==> src/rtl/led_pkg.sv <==
// Shared encodings for the LED PWM bank: channel mode codes and the
// breathe direction state.
package led_pkg;

  localparam logic [1:0] MODE_OFF     = 2'd0;
  localparam logic [1:0] MODE_ON      = 2'd1;
  localparam logic [1:0] MODE_BLINK   = 2'd2;
  localparam logic [1:0] MODE_BREATHE = 2'd3;

  typedef enum logic {
    ST_UP   = 1'b0,
    ST_DOWN = 1'b1
  } breathe_st_e;

endpackage

==> src/rtl/led_channel.sv <==
// One LED channel: prescaler, breathe up/down FSM, blink toggle and duty
// select. Optional macro LED_PWM_BANK_GAMMA_EN squares the breathe level
// for a perceptually smoother ramp.
module led_channel
  import led_pkg::*;
#(
  parameter int PWM_W   = 8,
  parameter int SPEED_W = 16
) (
  input  logic               clk,
  input  logic               rst,
  input  logic               enable,
  input  logic [SPEED_W-1:0] speed,
  input  logic [1:0]         mode,
  output logic [PWM_W-1:0]   duty,
  output logic               force_on
);

  localparam logic [PWM_W-1:0] MAX = '1;

  logic [SPEED_W-1:0] presc;
  logic [PWM_W-1:0]   level;
  logic               blink;
  breathe_st_e        st;
  logic [1:0]         mode_q;
  logic               tick;

  // ">=" rather than "==" so a speed lowered below presc ticks at once
  // instead of wrapping through the full prescaler range.
  assign tick = (presc >= speed);

  // Channel state: frozen while disabled, cleared one cycle after a mode change.
  always_ff @(posedge clk or negedge rst) begin
    if (!rst) begin
      presc  <= '0;
      level  <= '0;
      blink  <= 1'b0;
      st     <= ST_UP;
      mode_q <= MODE_OFF;
    end else if (enable) begin
      mode_q <= mode;
      if (mode != mode_q) begin
        presc <= '0;
        level <= '0;
        blink <= 1'b0;
        st    <= ST_UP;
      end else begin
        presc <= tick ? '0 : presc + 1'b1;
        if (tick) begin
          if (mode_q == MODE_BLINK) blink <= ~blink;
          if (mode_q == MODE_BREATHE) begin
            case (st)
              ST_UP:   if (level == MAX) st <= ST_DOWN; else level <= level + 1'b1;
              ST_DOWN: if (level == '0)  st <= ST_UP;   else level <= level - 1'b1;
              default: st <= ST_UP;
            endcase
          end
        end
      end
    end
  end

`ifdef LED_PWM_BANK_GAMMA_EN
  logic [2*PWM_W-1:0] level_sq;
  assign level_sq = level * level;
`endif

  // Duty select from the registered mode so it always matches channel state.
  always_comb begin
    duty     = '0;
    force_on = 1'b0;
    case (mode_q)
      MODE_ON:      force_on = 1'b1;
      MODE_BLINK:   duty = blink ? MAX : '0;
`ifdef LED_PWM_BANK_GAMMA_EN
      MODE_BREATHE: duty = level_sq[2*PWM_W-1:PWM_W];
`else
      MODE_BREATHE: duty = level;
`endif
      default:      duty = '0;
    endcase
  end

endmodule

==> src/rtl/led_pwm_bank.sv <==
// Bank of CHANNELS LED drivers sharing one free-running PWM counter.
// Define LED_PWM_BANK_GAMMA_EN for squared (gamma) breathe brightness.
module led_pwm_bank
  import led_pkg::*;
#(
  parameter int CHANNELS = 3,
  parameter int PWM_W    = 8,
  parameter int SPEED_W  = 16
) (
  input  logic                    clk,
  input  logic                    rst,
  input  logic                    enable,
  input  logic [CHANNELS*SPEED_W-1:0] speed,
  input  logic [CHANNELS*2-1:0]   mode,
  output logic [CHANNELS-1:0]     led
);

  logic [PWM_W-1:0]                 pwm_cnt;
  logic [CHANNELS-1:0][PWM_W-1:0]   duty;
  logic [CHANNELS-1:0]              force_on;

  for (genvar i = 0; i < CHANNELS; i++) begin : g_ch
    led_channel #(
      .PWM_W  (PWM_W),
      .SPEED_W(SPEED_W)
    ) u_ch (
      .clk     (clk),
      .rst     (rst),
      .enable  (enable),
      .speed   (speed[i*SPEED_W +: SPEED_W]),
      .mode    (mode[i*2 +: 2]),
      .duty    (duty[i]),
      .force_on(force_on[i])
    );
  end

  // Shared PWM counter and registered duty-vs-counter compare per channel.
  always_ff @(posedge clk or negedge rst) begin
    if (!rst) begin
      pwm_cnt <= '0;
      led     <= '0;
    end else begin
      if (enable) pwm_cnt <= pwm_cnt + 1'b1;
      for (int i = 0; i < CHANNELS; i++)
        led[i] <= enable & (force_on[i] | (duty[i] > pwm_cnt));
    end
  end

endmodule

==> config.mk <==
export PLATFORM = sky130hd
export DESIGN_NAME = led_pwm_bank
export DESIGN_NICKNAME = d
export VERILOG_FILES = /design/src/rtl/led_pkg.sv /design/src/rtl/led_channel.sv /design/src/rtl/led_pwm_bank.sv
export SDC_FILE = /design/constraint.sdc
export NUM_CORES = 1
export LEC_CHECK = 0
export BUFFER_PORTS_ARGS = -buffer_cell sky130_fd_sc_hd__buf_2
export CAP_MARGIN = 20
export CORE_ASPECT_RATIO = 0.75
export CORE_MARGIN = 5
export CORE_UTILIZATION = 50
export CTS_BUF_LIST = sky130_fd_sc_hd__clkbuf_8
export CTS_CLUSTER_DIAMETER = 150
export DETAILED_ROUTE_END_ITERATION = 10
export GPL_ROUTABILITY_DRIVEN = 0
export GPL_TIMING_DRIVEN = 0
export PLACE_DENSITY_LB_ADDON = 0.3
export SYNTH_ARGS = -nofsm -noshare
export SYNTH_HDL_FRONTEND = slang
export SYNTH_HIERARCHICAL = 1
export SYNTH_SLANG_ARGS = --single-unit
==> constraint.sdc <==
create_clock -name clk -period 2.85 [get_ports clk]
set_input_delay 0 -clock clk [delete_from_list [all_inputs] [get_ports clk]]
set_output_delay 0 -clock clk [all_outputs]
set_load 0.05 [all_outputs]
==> key figures, run 1 <==
Status
  – Run status: finished clean

Timing
  – Number of setup violations in the final report: 0
  – Post-route worst setup slack: slightly below 500 ps
  – Setup TNS Final: 0 ps
  – Final critical path time including I/O delays and setup: approximately 2400 ps
  – Unrepaired setup endpoints after global routing: no
  – Worst-Margin Slew: between 600 and 700 ps
  – Max-slew violations: 0
  – Fin. Hold Viols: 0
  – Max Freq: approximately 420 MHz
  – Worst Clk Skew: 8.27 ps
  – Relative slew margins: 0.580
  – Final-layout worst hold slack: 130 ps
  – Share of the cycle needed by the critical path after routing: 0.831

Power
  – Max IR drop VDD: 0.411 mV
  – Power density normalized to cell area: 571 nW/um^2
  – Net switching power: 1.95 mW
  – Sw Share: 0.407
  – Sequential fraction of design power: 0.405
  – Part of the power in the clock network: 0.179
  – Logic pwr share: 0.417
  – P_leak: 4.09 nW
  – Internal Power: 2.85 mW

Routing
  – Number of iterations in the first detailed-routing pass: 4
  – Final routed wirelength across all metal layers: 15,300 um
  – Routed wirelength normalized by instance count: 13.5 um
  – Remaining antenna violation count after routing: 0
  – Drt drc: 0
  – DR iter-0 viols: 195
  – Routed vias/inst: 5.27
  – Routed vias: 5,972

Synth
  – Area fraction in compound gates after synthesis: 0.145
  – Number of enable flip-flop cells after synthesis: 0
  – Total number of yosys warnings: 6
  – Post-synthesis area per instance: 8.96 sq um
  – Register area share after synthesis: 0.314
  – Number of distinct library cell variants in the gate-level netlist after synthesis: 63
  – Synthesized flop and latch total: 95
  – Synth async-reset ratio: 1.00
  – Post-synth top flop: sky130_fd_sc_hd__dfrtp_1
  – Adder-cell share of the synthesized area: 0.163
  – Number of nets in the synthesized netlist: ~1k
  – Dominant combinational cell family by area after synthesis: simple AND/OR/NAND/NOR gates
  – Multiplexer share of the synthesized area: 0.0376
  – Count of mapped cells out of synthesis: between 800 and 900
  – Area share of and/or/nand/nor cells after synthesis: 0.205
  – Xor and xnor fraction of the mapped netlist area: 0.0819
  – Summed instance area of the synthesized netlist: between 7000 and 8000 sq um

Place
  – Placed cell area: 8160 sq um
  – Worst-case setup slack after placement: between 400 and 500 ps
  – Total of buffers placed on input and output ports: 59
  – DP HPWL: 11,700 um

Setup path
  – Crit-path max FO: 6
  – Required @ worst endpoint: 3130 ps
  – Critical-path cell list: ha_1 > a21oi_1 > o21ai_0 > a221oi_1 > a31oi_4 > nand2_4 > mux2_2
  – Biggest cell delay along the critical path: 570 ps
  – Slowest CP cell: sky130_fd_sc_hd__a221oi_1
  – Worst Path Buf+Inv: 0
  – Gate family responsible for the most delay along the worst path: compound AO/OA/AOI/OAI gates
  – Worst Path Class, Setup: reg2reg
  – Type of destination of the critical path: flop
  – Arrival time at the worst endpoint: 2640 ps
  – CP Launch Type: flop

Cells and area
  – Commonest cells after routing, fill and taps aside: 97 x sky130_fd_sc_hd__nor2_1, 95 x sky130_fd_sc_hd__dfrtp_1, 94 x sky130_fd_sc_hd__ha_1
  – Most common library cell in the layout ignoring fill and taps: sky130_fd_sc_hd__nor2_1
  – Post-layout net count: approximately 1.1k
  – Growth of design area from synthesis to finish: 11.0%
  – Post-route cell area: 8420 sq um
  – Layout cells sized above 1: 0.136
  – Antenna diode instance count: 0
  – Fill cell instance count of the final layout: 1,367

Die
  – Initial Util: 0.504
  – Floorplan Core Area: between 15,000 and 20,000 sq um
  – Boundary Pins: 60
  – Die height: about 120 um
  – Die ar.: 17,800 sq um
  – Chip Width: 152 um
  – Cell row count: 39

Clocking
  – Worst-skew pair later-pin latency: 390 ps
  – Clock buffer depth: 2
  – Clock slew seen by the registers of the worst setup and hold paths: 100 ps
  – Number of H-tree branching levels: 3
  – Number of setup buffers added after CTS: 0
  – Clk sinks: 95
  – Total clock buffers created by CTS: 9
  – Clock tree from TritonCTS: done
  – Root buffer cell: sky130_fd_sc_hd__clkbuf_8

Hold path
  – HP Class: in2async

GRT
  – Total track usage: 0.180
  – Pin count of the biggest net entering global routing: 59
  – Number of global-route vias before repair: roughly 5.8k
  – First-pass GRT wire length: 26,900 um
  – Initial antenna violation count: 0
  – Total grt overflow: 0

Run
  – Max-Cap Viols: 0
## stage by stage
stage                util  power, mW  cells
finish              0.560       4.80   1134
global route        0.560       5.22   1134
CTS                 0.560       4.84   1134
detailed placement  0.543       3.95   1111
global placement    0.541       3.88   1110
floorplan               -       3.46    846
## power groups by stage
stage | clock [mW] | combinational, mW | sequential, mW
4_1_cts | 0.895 | 2.01 | 1.94
6_report | 0.858 | 2.00 | 1.94
2_1_floorplan | 0 | 1.58 | 1.87
3_5_place_dp | 0 | 1.98 | 1.97
3_3_place_gp | 0 | 1.91 | 1.97
5_1_grt | 0.923 | 2.30 | 2.00
## worst reg2reg max path, delay by kind of cell (launching register included)
family,cells,cell delay [ps]
adders and majority gates,1,300
and+or+nand+nor,1,150
DFF,1,420
AOI/OAI and AO/OA,4,1040
muxes,1,350
## state kept, by name (all words and copies together) (netlist names)
register and cells:
led 3, g_ch.u_ch/blink 3, g_ch.u_ch/mode_q 6, pwm_cnt 8
g_ch.u_ch/level 24, g_ch.u_ch/st 3, g_ch.u_ch/presc 48
## worst paths after layout
check	start	to	slack, ps	cells after the start
worst max register to register	g_ch[2].u_ch/presc[5]	g_ch[2].u_ch/level[2]	480	7
worst max-delay path	g_ch[2].u_ch/presc[5]	g_ch[2].u_ch/level[2]	480	7
min in group clk	enable	g_ch[2].u_ch/level[1]	230	5
worst min-delay path	rst	g_ch[1].u_ch/presc[5]	130	2
max in group asynchronous	rst	g_ch[2].u_ch/mode_q[1]	2040	3
worst min register to register	pwm_cnt[6]	pwm_cnt[6]	510	1
## cells in the mapped netlist, drive strengths merged (4+ instances only)
master / count / area share
a21oi: 33 / 0.022
o21ai: 25 / 0.017
nor2: 97 / 0.048
xor2: 35 / 0.040
or2: 5 / 0.0041
buf: 9 / 0.011
clkbuf: 9 / 0.0045
nand4: 22 / 0.018
nand2: 82 / 0.045
mux2: 21 / 0.034
dfrtp: 95 / 0.31
a22o: 4 / 0.0046
nor3: 18 / 0.012
and4: 9 / 0.010
nor4: 8 / 0.0066
nor2b: 12 / 0.0099
xnor2: 35 / 0.041
inv: 77 / 0.038
o211ai: 9 / 0.0089
nand3: 30 / 0.020
o22ai: 6 / 0.0050
o31ai: 6 / 0.010
nand2b: 11 / 0.0091
a21o: 6 / 0.0059
a21boi: 30 / 0.030
and3: 7 / 0.0058
ha: 94 / 0.16
## per-layer routing
metal	global-route usage	wire, um
met3	0.0419	597
met5	0	0
met1	0.251	8060
met4	0.0407	137
met2	0.289	6520
## what timing repair did
item | in CTS | in global routing
hold buffers | 7 | 0
resized for setup | 0 | 0
hold endpoints to repair | 43 | 0
## cell type report
type,instances,area [sq um],area share
flip-flops and latches,95,2380,0.282
multi-input cells,656,4790,0.570
clock buffers,10,138,0.0164
clock inverters,6,45.0,0.00535
well taps,205,256,0.0305
plain buffers,18,120,0.0143
inverters,77,289,0.0343
repair buffers,67,395,0.0470
## kinds of logic after synthesis
kind of cell             count (synthesis)
multiplexers                            24
flip-flops                              95
AO/OA/AOI/OAI                          150
adder cells (fa/ha/maj)                 97
XOR/XNOR                                70
buffers and inverters                   95
AND/OR/NAND/NOR                        315
Note: power is estimated with default switching activity, not from simulation.
==> inputs of run 2 (changes only) <==
clock period = 2.4 ns   (was 2.85 ns; I/O delays follow)
==> run 2 against run 1 <==
  * Combinational power is 20% higher
  * Sequential power increased by 19%
  * Wire length is 0.31% higher
  * Non-clock buffer count rose by 1
  * Fmax grew 3.4%
  * Critical endpoint is now g_ch[1].u_ch/level[5]
  * Count of clock-buffer cells in the layout stayed put
  * First-iteration DRC count fell by 8.7%
  * Flip-flop and latch count did not move
==> key figures, run 2 (synthesis gave the netlist of run 1 again) <==
Routing
  – Final routed wirelength across all metal layers: 15,400 um (+0.31%)
  – Drt drc: 0 (unchanged)
  – DR iter-0 viols: 178 (-8.7%)
  – Routed vias: 5,975 (+0.050%)
  – Routed wirelength normalized by instance count: 13.5 um (+0.22%)
  – Remaining antenna violation count after routing: 0 (unchanged)
  – Routed vias/inst: 5.26 (about the same)
  – Number of iterations in the first detailed-routing pass: 4 (unchanged)

Clocking
  – Total clock buffers created by CTS: 9 (unchanged)
  – Clock slew seen by the registers of the worst setup and hold paths: 90 ps (about the same)
  – Number of H-tree branching levels: 3 (unchanged)
  – Clock buffer depth: 2 (unchanged)
  – Root buffer cell: sky130_fd_sc_hd__clkbuf_8
  – Worst-skew pair later-pin latency: 380 ps (about the same)
  – Clock tree from TritonCTS: done
  – Clk sinks: 95 (unchanged)

Timing
  – Worst-Margin Slew: 525 ps (-99.6 ps)
  – Final-layout worst hold slack: 130 ps (-0.0530 ps)
  – Number of setup violations in the final report: 0 (unchanged)
  – Relative slew margins: 0.650 (+0.0701)
  – Share of the cycle needed by the critical path after routing: 0.955 (+0.124)
  – Worst Clk Skew: 8.35 ps (+0.0839 ps)
  – Final critical path time including I/O delays and setup: 2290 ps (-77.1 ps)
  – Setup TNS Final: 0 ps (unchanged)
  – Max Freq: 436 MHz (+3.4%)
  – Fin. Hold Viols: 0 (unchanged)
  – Max-slew violations: 0 (unchanged)

Setup path
  – Type of destination of the critical path: flop
  – Worst Path Class, Setup: reg2reg
  – Arrival time at the worst endpoint: 2560 ps (-80 ps)
  – CP Launch Type: flop
  – Required @ worst endpoint: 2670 ps (-460 ps)
  – Crit-path max FO: 6 (unchanged)

GRT
  – Total grt overflow: 0 (unchanged)
  – Layer with the highest usage after global routing: met2
  – Initial antenna violation count: 0 (unchanged)
  – Global routing usage on met1: 0.251 (unchanged)
  – Number of global-route vias before repair: 5,787 (unchanged)
  – Fraction of met3 tracks used by global routing: 0.0419 (unchanged)
  – Pin count of the biggest net entering global routing: 59 (unchanged)
  – First-pass GRT wire length: 26,900 um (unchanged)
  – Total track usage: 0.180 (unchanged)
  – Met2 Track Usage GR: 0.289 (unchanged)

Hold path
  – HP Class: in2async

Cells and area
  – Final instance count without filler cells: 1,135 (+0.088%)
  – Multi-input gate area: 4850 sq um (+1.1%)
  – Reg with most FFs: g_ch.u_ch/presc
  – Growth of design area from synthesis to finish: 11.8%
  – Register area: 2380 sq um (unchanged)
  – Commonest cells after routing, fill and taps aside: 97 x sky130_fd_sc_hd__nor2_1, 95 x sky130_fd_sc_hd__dfrtp_1, 94 x sky130_fd_sc_hd__ha_1
  – Antenna diode instance count: 0 (unchanged)
  – Top Registers: g_ch.u_ch/presc: 48 flops, g_ch.u_ch/level: 24 flops, pwm_cnt: 8 flops
  – Largest register FFs: 48 (unchanged)
  – Most common library cell in the layout ignoring fill and taps: sky130_fd_sc_hd__nor2_1
  – Layout cells sized above 1: 0.145 (+0.00953)
  – Post-layout net count: 1,079 (+0.093%)
  – Fill cell instance count of the final layout: 1,355 (-0.88%)
  – Post-route cell area: 8480 sq um (+0.74%)

Die
  – Die height: 117 um (unchanged)
  – Die ar.: 17,800 sq um (unchanged)
  – Boundary Pins: 60 (unchanged)
  – Initial Util: 0.504 (unchanged)
  – Floorplan Core Area: 15,000 sq um (unchanged)
  – Chip Width: 152 um (unchanged)
  – Cell row count: 39 (unchanged)

Place
  – Placed cell area: 8160 sq um (unchanged)
  – DP HPWL: 11,700 um (unchanged)
  – Total of buffers placed on input and output ports: 59 (unchanged)
  – Post-placement cell count: 1,111 (unchanged)

Status
  – Run status: finished clean

Power
  – Internal Power: 3.39 mW (+19%)
  – Sequential fraction of design power: 0.404 (about the same)
  – Part of the power in the clock network: 0.178 (about the same)
  – P_leak: 4.09 nW (about the same)
  – Sw Share: 0.407 (about the same)
  – Logic pwr share: 0.418 (about the same)
  – Power density normalized to cell area: 674 nW/um^2 (+18%)
  – Max IR drop VDD: 0.488 mV (+19%)
  – Net switching power: 2.32 mW (+19%)
  – Final Power: 5.71 mW (+19%)

Run
  – Max-Cap Viols: 0 (unchanged)
## run 2: per-stage QoR
stage / worst slack [ps] / utilization
final: 109 / 0.564
after global routing: -29.8 / 0.564
after CTS: 19.7 / 0.560
after detailed placement: 44.2 / 0.543
after global placement: 43.2 / 0.541
after floorplan: 328 / -
## run 2: power groups by stage
stage                     Combinational [mW]  Clock (mW)  Sequential [mW]
after floorplan                         1.88           0             2.23
after global placement                  2.27           0             2.33
after detailed placement                2.35           0             2.34
after CTS                               2.38        1.06             2.31
after global routing                    2.74        1.10             2.37
final                                   2.39        1.02             2.31
## run 2: layout make-up
cell class / count / area share
flip-flops and latches: 95 / 0.280
repair buffers: 68 / 0.0475
inverters: 77 / 0.0341
plain buffers: 18 / 0.0142
well taps: 205 / 0.0303
clock buffers: 10 / 0.0162
clock inverters: 6 / 0.00531
multi-input cells: 656 / 0.572
## run 2: critical path, cell delays in order (launching register included)
cell,delay [ps]
sky130_fd_sc_hd__dfrtp_1,450
sky130_fd_sc_hd__ha_1,340
sky130_fd_sc_hd__nand4_1,140
sky130_fd_sc_hd__nor4_2,380
sky130_fd_sc_hd__o31ai_2,170
sky130_fd_sc_hd__a31oi_4,250
sky130_fd_sc_hd__nand2_4,140
sky130_fd_sc_hd__mux2_4,310
## run 2: path summary, 6_finish.rpt
| check | startpoint | to | slack, ps | depth (start not counted) |
|---|---|---|---|---|
| worst max-delay path | g_ch[1].u_ch/presc[10] | g_ch[1].u_ch/level[5] | 110 | 7 |
| worst min-delay path | rst | g_ch[1].u_ch/presc[5] | 130 | 2 |
| worst max register to register | g_ch[1].u_ch/presc[10] | g_ch[1].u_ch/level[5] | 110 | 7 |
| worst min register to register | pwm_cnt[6] | pwm_cnt[6] | 510 | 1 |
| max in group asynchronous | rst | g_ch[2].u_ch/mode_q[1] | 1590 | 3 |
| min in group clk | enable | pwm_cnt[1] | 230 | 4 |
## run 2: per-layer routing
metal | vias to the layer above | share of wire
li1 | 3129 | -
met1 | 2757 | 0.53
met2 | 79 | 0.43
met3 | 10 | 0.039
met4 | 0 | 0.0086
met5 | - | 0
## run 2: repair_timing
action | 4_1_cts | 5_1_grt
buffers inserted | 0 | 1
hold buffers | 7 | 0
hold endpoints to repair | 43 | 0
setup endpoints to repair | 0 | 50
gates resized for setup | 0 | 11
